### src/rtl/sd_cmd_tx_pkg.sv
// sd_cmd_tx_pkg -- shared definitions for the SD command transmitter.
//   state_t      : controller FSM states
//   CRC7_POLY    : x^7 + x^3 + 1 with the implicit x^7 term dropped
//   *_BITS       : frame field widths
//   crc7_step()  : one serial CRC7 update, shared by the engine and the
//                  controller (which needs the post-update value on the
//                  edge that enters the CRC phase)
package sd_cmd_tx_pkg;

  typedef enum logic [1:0] {
    ST_IDLE,
    ST_BODY,
    ST_CRC,
    ST_END
  } state_t;

  localparam logic [6:0] CRC7_POLY  = 7'h09;
  localparam int         FRAME_BITS = 48;
  localparam int         BODY_BITS  = 40;
  localparam int         CRC_BITS   = 7;

  function automatic logic [6:0] crc7_step(input logic [6:0] crc, input logic din);
    logic fb;
    fb = din ^ crc[6];
    return {crc[5:0], 1'b0} ^ (fb ? CRC7_POLY : 7'h00);
  endfunction

endpackage

### src/rtl/sd_cmd_tx_crc7_ser.sv
// crc7_ser -- serial CRC7 engine, one bit per enabled cycle.
//   clk  : rising-edge clock
//   rst  : synchronous active-high reset, clears the register
//   clr  : synchronous clear (start of a new frame), wins over en
//   en   : advance the CRC with din this cycle
//   din  : serial data bit
//   crc  : current CRC register
module crc7_ser
  import sd_cmd_tx_pkg::*;
(
  input  logic       clk,
  input  logic       rst,
  input  logic       clr,
  input  logic       en,
  input  logic       din,
  output logic [6:0] crc
);

  always_ff @(posedge clk) begin
    if (rst || clr) begin
      crc <= '0;
    end else if (en) begin
      crc <= crc7_step(crc, din);
    end
  end

endmodule

### src/rtl/sd_cmd_tx.sv
// sd_cmd_tx -- SD card command-line transmitter.
// Sends one 48-bit frame per accepted start: 0, 1, index[5:0], arg[31:0],
// CRC7[6:0], 1, MSB first, each bit held DIV clk cycles.
//   clk, rst   : clock and synchronous active-high reset
//   start      : frame request, taken only while ready=1
//   cmd_index  : 6-bit command index, captured on accept
//   cmd_arg    : 32-bit argument, captured on accept
//   ready      : idle and able to accept start
//   cmd_out    : registered serial command line (1 when idle)
//   cmd_oe     : drive enable, high for exactly the 48 frame bits
//   done       : one-cycle pulse after the end bit
//   crc_out    : CRC7 of the most recently completed frame
module sd_cmd_tx
  import sd_cmd_tx_pkg::*;
#(
  parameter int DIV = 1
) (
  input  logic        clk,
  input  logic        rst,
  input  logic        start,
  input  logic [5:0]  cmd_index,
  input  logic [31:0] cmd_arg,
  output logic        ready,
  output logic        cmd_out,
  output logic        cmd_oe,
  output logic        done,
  output logic [6:0]  crc_out
);

  localparam logic [7:0] DIV_LAST  = 8'(DIV - 1);
  localparam logic [5:0] BODY_LAST = 6'(BODY_BITS - 1);
  localparam logic [5:0] CRC_LAST  = 6'(BODY_BITS + CRC_BITS - 1);

  state_t      state;
  logic [7:0]  div_cnt;   // cycle within the current bit
  logic [5:0]  bit_cnt;   // index of the bit on cmd_out, 0 = start bit
  logic [38:0] sh;        // bits still to send after the one on cmd_out
  logic [6:0]  crc;
  logic [6:0]  crc_next;
  logic        accept;
  logic        bit_end;

  assign accept   = start && ready;
  assign bit_end  = (div_cnt == DIV_LAST);
  // Value the CRC register takes on the edge that closes the last body bit.
  assign crc_next = crc7_step(crc, cmd_out);

  // The engine sees exactly the bit currently on the line, once per bit.
  crc7_ser u_crc (
    .clk (clk),
    .rst (rst),
    .clr (accept),
    .en  (state == ST_BODY && bit_end),
    .din (cmd_out),
    .crc (crc)
  );

  always_ff @(posedge clk) begin
    if (rst) begin
      state   <= ST_IDLE;
      div_cnt <= '0;
      bit_cnt <= '0;
      sh      <= '0;
      ready   <= 1'b1;
      cmd_out <= 1'b1;
      cmd_oe  <= 1'b0;
      done    <= 1'b0;
      crc_out <= '0;
    end else begin
      // NOTE: non-blocking assignments here, so every branch below reads
      // the pre-edge values of state, counters and cmd_out.
      done <= 1'b0;
      if (state == ST_IDLE) begin
        if (accept) begin
          state   <= ST_BODY;
          sh      <= {1'b1, cmd_index, cmd_arg};
          cmd_out <= 1'b0;
          cmd_oe  <= 1'b1;
          ready   <= 1'b0;
          div_cnt <= '0;
          bit_cnt <= '0;
        end
      end else if (!bit_end) begin
        div_cnt <= div_cnt + 8'd1;
      end else begin
        div_cnt <= '0;
        bit_cnt <= bit_cnt + 6'd1;
        unique case (state)
          ST_BODY: begin
            if (bit_cnt == BODY_LAST) begin
              // Switch the shifter over to the finished CRC, MSB first.
              state   <= ST_CRC;
              cmd_out <= crc_next[6];
              sh      <= {crc_next[5:0], 33'd0};
            end else begin
              cmd_out <= sh[38];
              sh      <= {sh[37:0], 1'b0};
            end
          end
          ST_CRC: begin
            if (bit_cnt == CRC_LAST) begin
              state   <= ST_END;
              cmd_out <= 1'b1;
            end else begin
              cmd_out <= sh[38];
              sh      <= {sh[37:0], 1'b0};
            end
          end
          ST_END: begin
            state   <= ST_IDLE;
            cmd_out <= 1'b1;
            cmd_oe  <= 1'b0;
            ready   <= 1'b1;
            done    <= 1'b1;
            crc_out <= crc;
          end
          default: state <= ST_IDLE;
        endcase
      end
    end
  end

endmodule
### config.mk
export PLATFORM = sky130hd
export DESIGN_NAME = sd_cmd_tx
export DESIGN_NICKNAME = d
export VERILOG_FILES = /design/src/rtl/sd_cmd_tx_pkg.sv /design/src/rtl/sd_cmd_tx_crc7_ser.sv /design/src/rtl/sd_cmd_tx.sv
export SDC_FILE = /design/constraint.sdc
export NUM_CORES = 1
export LEC_CHECK = 0
export ABC_AREA = 1
export ABC_CLOCK_PERIOD_IN_PS = 4500
export CORE_UTILIZATION = 60
export CTS_CLUSTER_DIAMETER = 50
export DETAILED_ROUTE_END_ITERATION = 8
export PLACE_DENSITY_LB_ADDON = 0.05
export SYNTH_ARGS = -nofsm -noshare
export SYNTH_HDL_FRONTEND = slang
export SYNTH_SLANG_ARGS = --single-unit
export TNS_END_PERCENT = 20
### constraint.sdc
create_clock -name clk -period 4.5 [get_ports clk]
set_input_delay 0.45 -clock clk [delete_from_list [all_inputs] [get_ports clk]]
set_output_delay 0.45 -clock clk [all_outputs]
set_load 0.03 [all_outputs]
==> impl_metrics.py <==
metrics = {
    "grt": {
        "grt_max_degree": 72,
        "groute.usage.overall": 0.258,
        "grt_pass1_wl_mm": 14.8,
        "grt_antenna_before_repair": 0,
        "gr-total-overflow": 0,
        "grt_pass1_vias": 3464,
    },
    "power_and_ir_drop": {
        "p_leak_uw": 0.00216,
        "finalPower_uw": 3270,
        "power.density_nw_per_um2": 711,
        "ir_worst_vdd_mv": 0.757,
    },
    "clocking": {
        "cts_buffers": 9,
        "cts_sinks": 73,
        "htree_levels": 3,
        "worst_skew_pair.late_latency_ps": 340,
        "ctsResizeCount": 0,
        "clk_path_buf_depth": 2,
        "cts_setup_buffers": 0,
        "cts.reportedPaths.clkPinSlew_ps": 70,
        "cts_hold_buffers": 0,
        "clockRootBuffer": "clkbuf_8",
        "cts_tree": "yes",
    },
    "critical_path": {
        "crit_slowest_cell": "inv_2",
        "critical_path_class": "register to register",
        "max_stage_delay_ps": 550,
        "cp-start-kind": "register",
        "cpMostUsedCell": "nor2_1",
        "r2r_cells": 8,
        "crit_start": "state[0]",
        "path_cells": "inv_1 -> ha_2 -> inv_2 -> nand3_2 -> nand2_4 -> nand2_8 -> nor2_1 -> nor2_1",
        "cp_max_fo": 71,
        "worstSetupEndpoint": "sh[13]",
        "r2r-start": "state[0]",
        "crit_required_ps": 4730,
        "cp-end-kind": "register",
        "arrival_ps": 2650,
        "rrSetupSlack_ps": 2080,
        "r2r-end": "sh[13]",
    },
    "timing": {
        "rsz0062_at_grt": "no",
        "final_hold_viol_count": 0,
        "finalCriticalPeriod_ps": 2420,
        "fin_skew_ps": 8.42,
        "finalSetupTns_ps": 0,
        "period_share": 0.538,
        "drv_slew": 0,
        "setup_violations": 0,
        "slew_headroom": 0.222,
        "fmax_ghz": 0.413,
        "tightest_slew_ps": 1160,
    },
    "synthesis": {
        "netlist_area_sq_um": 3970,
        "postSynthCellCount": 643,
        "ys_types": 28,
        "ys_ff_latch": 73,
        "synth_top_area_frac": 0.368,
        "async_reset_ff_frac": 0,
        "ys_top_cells_by_area": "dfxtp_1 37%, nand2_1 23%, nor2_1 9.7%",
        "yosysTopAreaCell": "dfxtp_1",
        "synth_flop_cell": "dfxtp_1",
        "synth_edf_count": 0,
        "yosys_warnings": 0,
        "syn_avg_cell_area_sq_um": 6.17,
        "yosysSeqAreaShare": 0.368,
        "syn-num-nets": 692,
    },
    "drt": {
        "via_count": 3845,
        "via_per_inst": 5.05,
        "wl_per_cell_microns": 11.2,
        "drt_iter0_drc": 169,
        "drt.antenna.violating_nets": 0,
        "firstDrtPassIters": 4,
        "drc": 0,
        "routed_wl_mm": 8.53,
    },
    "layout": {
        "fill_cells": 543,
        "nNetsFinal": 729,
        "area_delta_synth_final_pct": 16.1,
        "final_cell_mix": "239 x nand2_1, 102 x nor2_1, 73 x dfxtp_1",
        "final_common_cell": "nand2_1",
        "drive_gt1_frac": 0.0512,
        "diodes": 0,
    },
    "placement": {
        "place_congestion": 0.859,
        "io_buffers": 51,
        "dpl.hpwl_mm": 5.60,
    },
    "die": {
        "num_io_pins": 52,
        "initial_core_util": 0.625,
        "die_h_microns": 83.3,
        "core_sq_um": 6350,
        "num_rows": 29,
        "fp.dieArea_sq_um": 6940,
        "fp.dieW_microns": 83.3,
    },
    "hold_path": {
        "worstHoldStart": "crc_out[2]",
        "hold_path.class": "register to register",
        "holdPathStages": 2,
    },
    "run": {
        "maxCapViolCount": 0,
    },
    "status": {
        "status": "finished, final reports clean",
    },
}
[cells in the mapped netlist, types with 4 or more instances]
cell type	n
nand2_1	239
inv_2	4
buf_6	7
a21oi_1	23
nor2_1	102
nand3_1	30
inv_1	68
o21ai_0	45
ha_1	8
dfxtp_1	73
clkbuf_1	13
buf_2	5
[power by group]
group	switching, uW	internal (uW)	total (uW)	leakage (uW)
Sequential	123	882	1000	0.000599
Combinational	1200	588	1790	0.00146
Clock	228	251	479	0.0000929
Total	1550	1720	3270	0.00216
[worst max-delay path, delay by kind of cell, from the launching register on]
family | cells | cell delay (ps)
buf+inv | 2 | 630
flops | 1 | 380
fa+ha+maj | 1 | 200
simple gates | 5 | 1060
[worst min-delay path by stage]
stage	endpoint	slack, ps
after floorplan	crc_out[1]	430
after global placement	crc_out[0]	430
after detailed placement	crc_out[0]	430
after CTS	crc_out[0]	450
after global routing	crc_out[5]	480
final	crc_out[2]	450
[registers in the layout, summed over array words and instances, names as in the netlist]
signal     count
crc_out        7
done           1
div_cnt        8
sh            39
bit_cnt        6
ready          1
cmd_out        1
state          2
u_crc.crc      7
cmd_oe         1
[per-stage QoR]
stage          worst slack, ps  area, sq um  std cells  hold slack [ps]  utilization
2_1_floorplan             2920         3970        643              426            -
3_3_place_gp              2210         4430        746              426        0.698
3_5_place_dp              2130         4430        746              435        0.698
4_1_cts                   2090         4610        761              452        0.725
5_1_grt                   1890         4610        761              482        0.725
6_report                  2080         4610        761              450        0.725
[per-layer routing]
layer / track usage / share of wire / wire length [microns] / up-vias
met1: 0.317 / 0.46 / 3910 / 1715
met4: 0.103 / 0.015 / 128 / 0
met2: 0.449 / 0.48 / 4130 / 97
li1: - / - / - / 2023
met3: 0.0417 / 0.043 / 363 / 10
met5: 0 / 0 / 0 / -
[cells by family (layout without fill, tap and decap cells)]
kind of cell	Yosys count	in the layout	synth area share
flops	73	73	0.368
fa+ha+maj	8	8	0.0252
simple gates	390	390	0.402
buf+inv	100	141	0.110
compound gates	69	69	0.0871
xor+xnor	3	3	0.00663
[layout make-up]
type	instances	area [sq um]	share of cell area
inverters	73	277	0.0600
multi-input cells	470	2070	0.449
flip-flops and latches	73	1460	0.317
clock buffers	11	131	0.0285
well taps	77	96.3	0.0209
repair buffers	53	526	0.114
clock inverters	4	45.0	0.00978
Note: power is estimated with default switching activity, not from simulation.
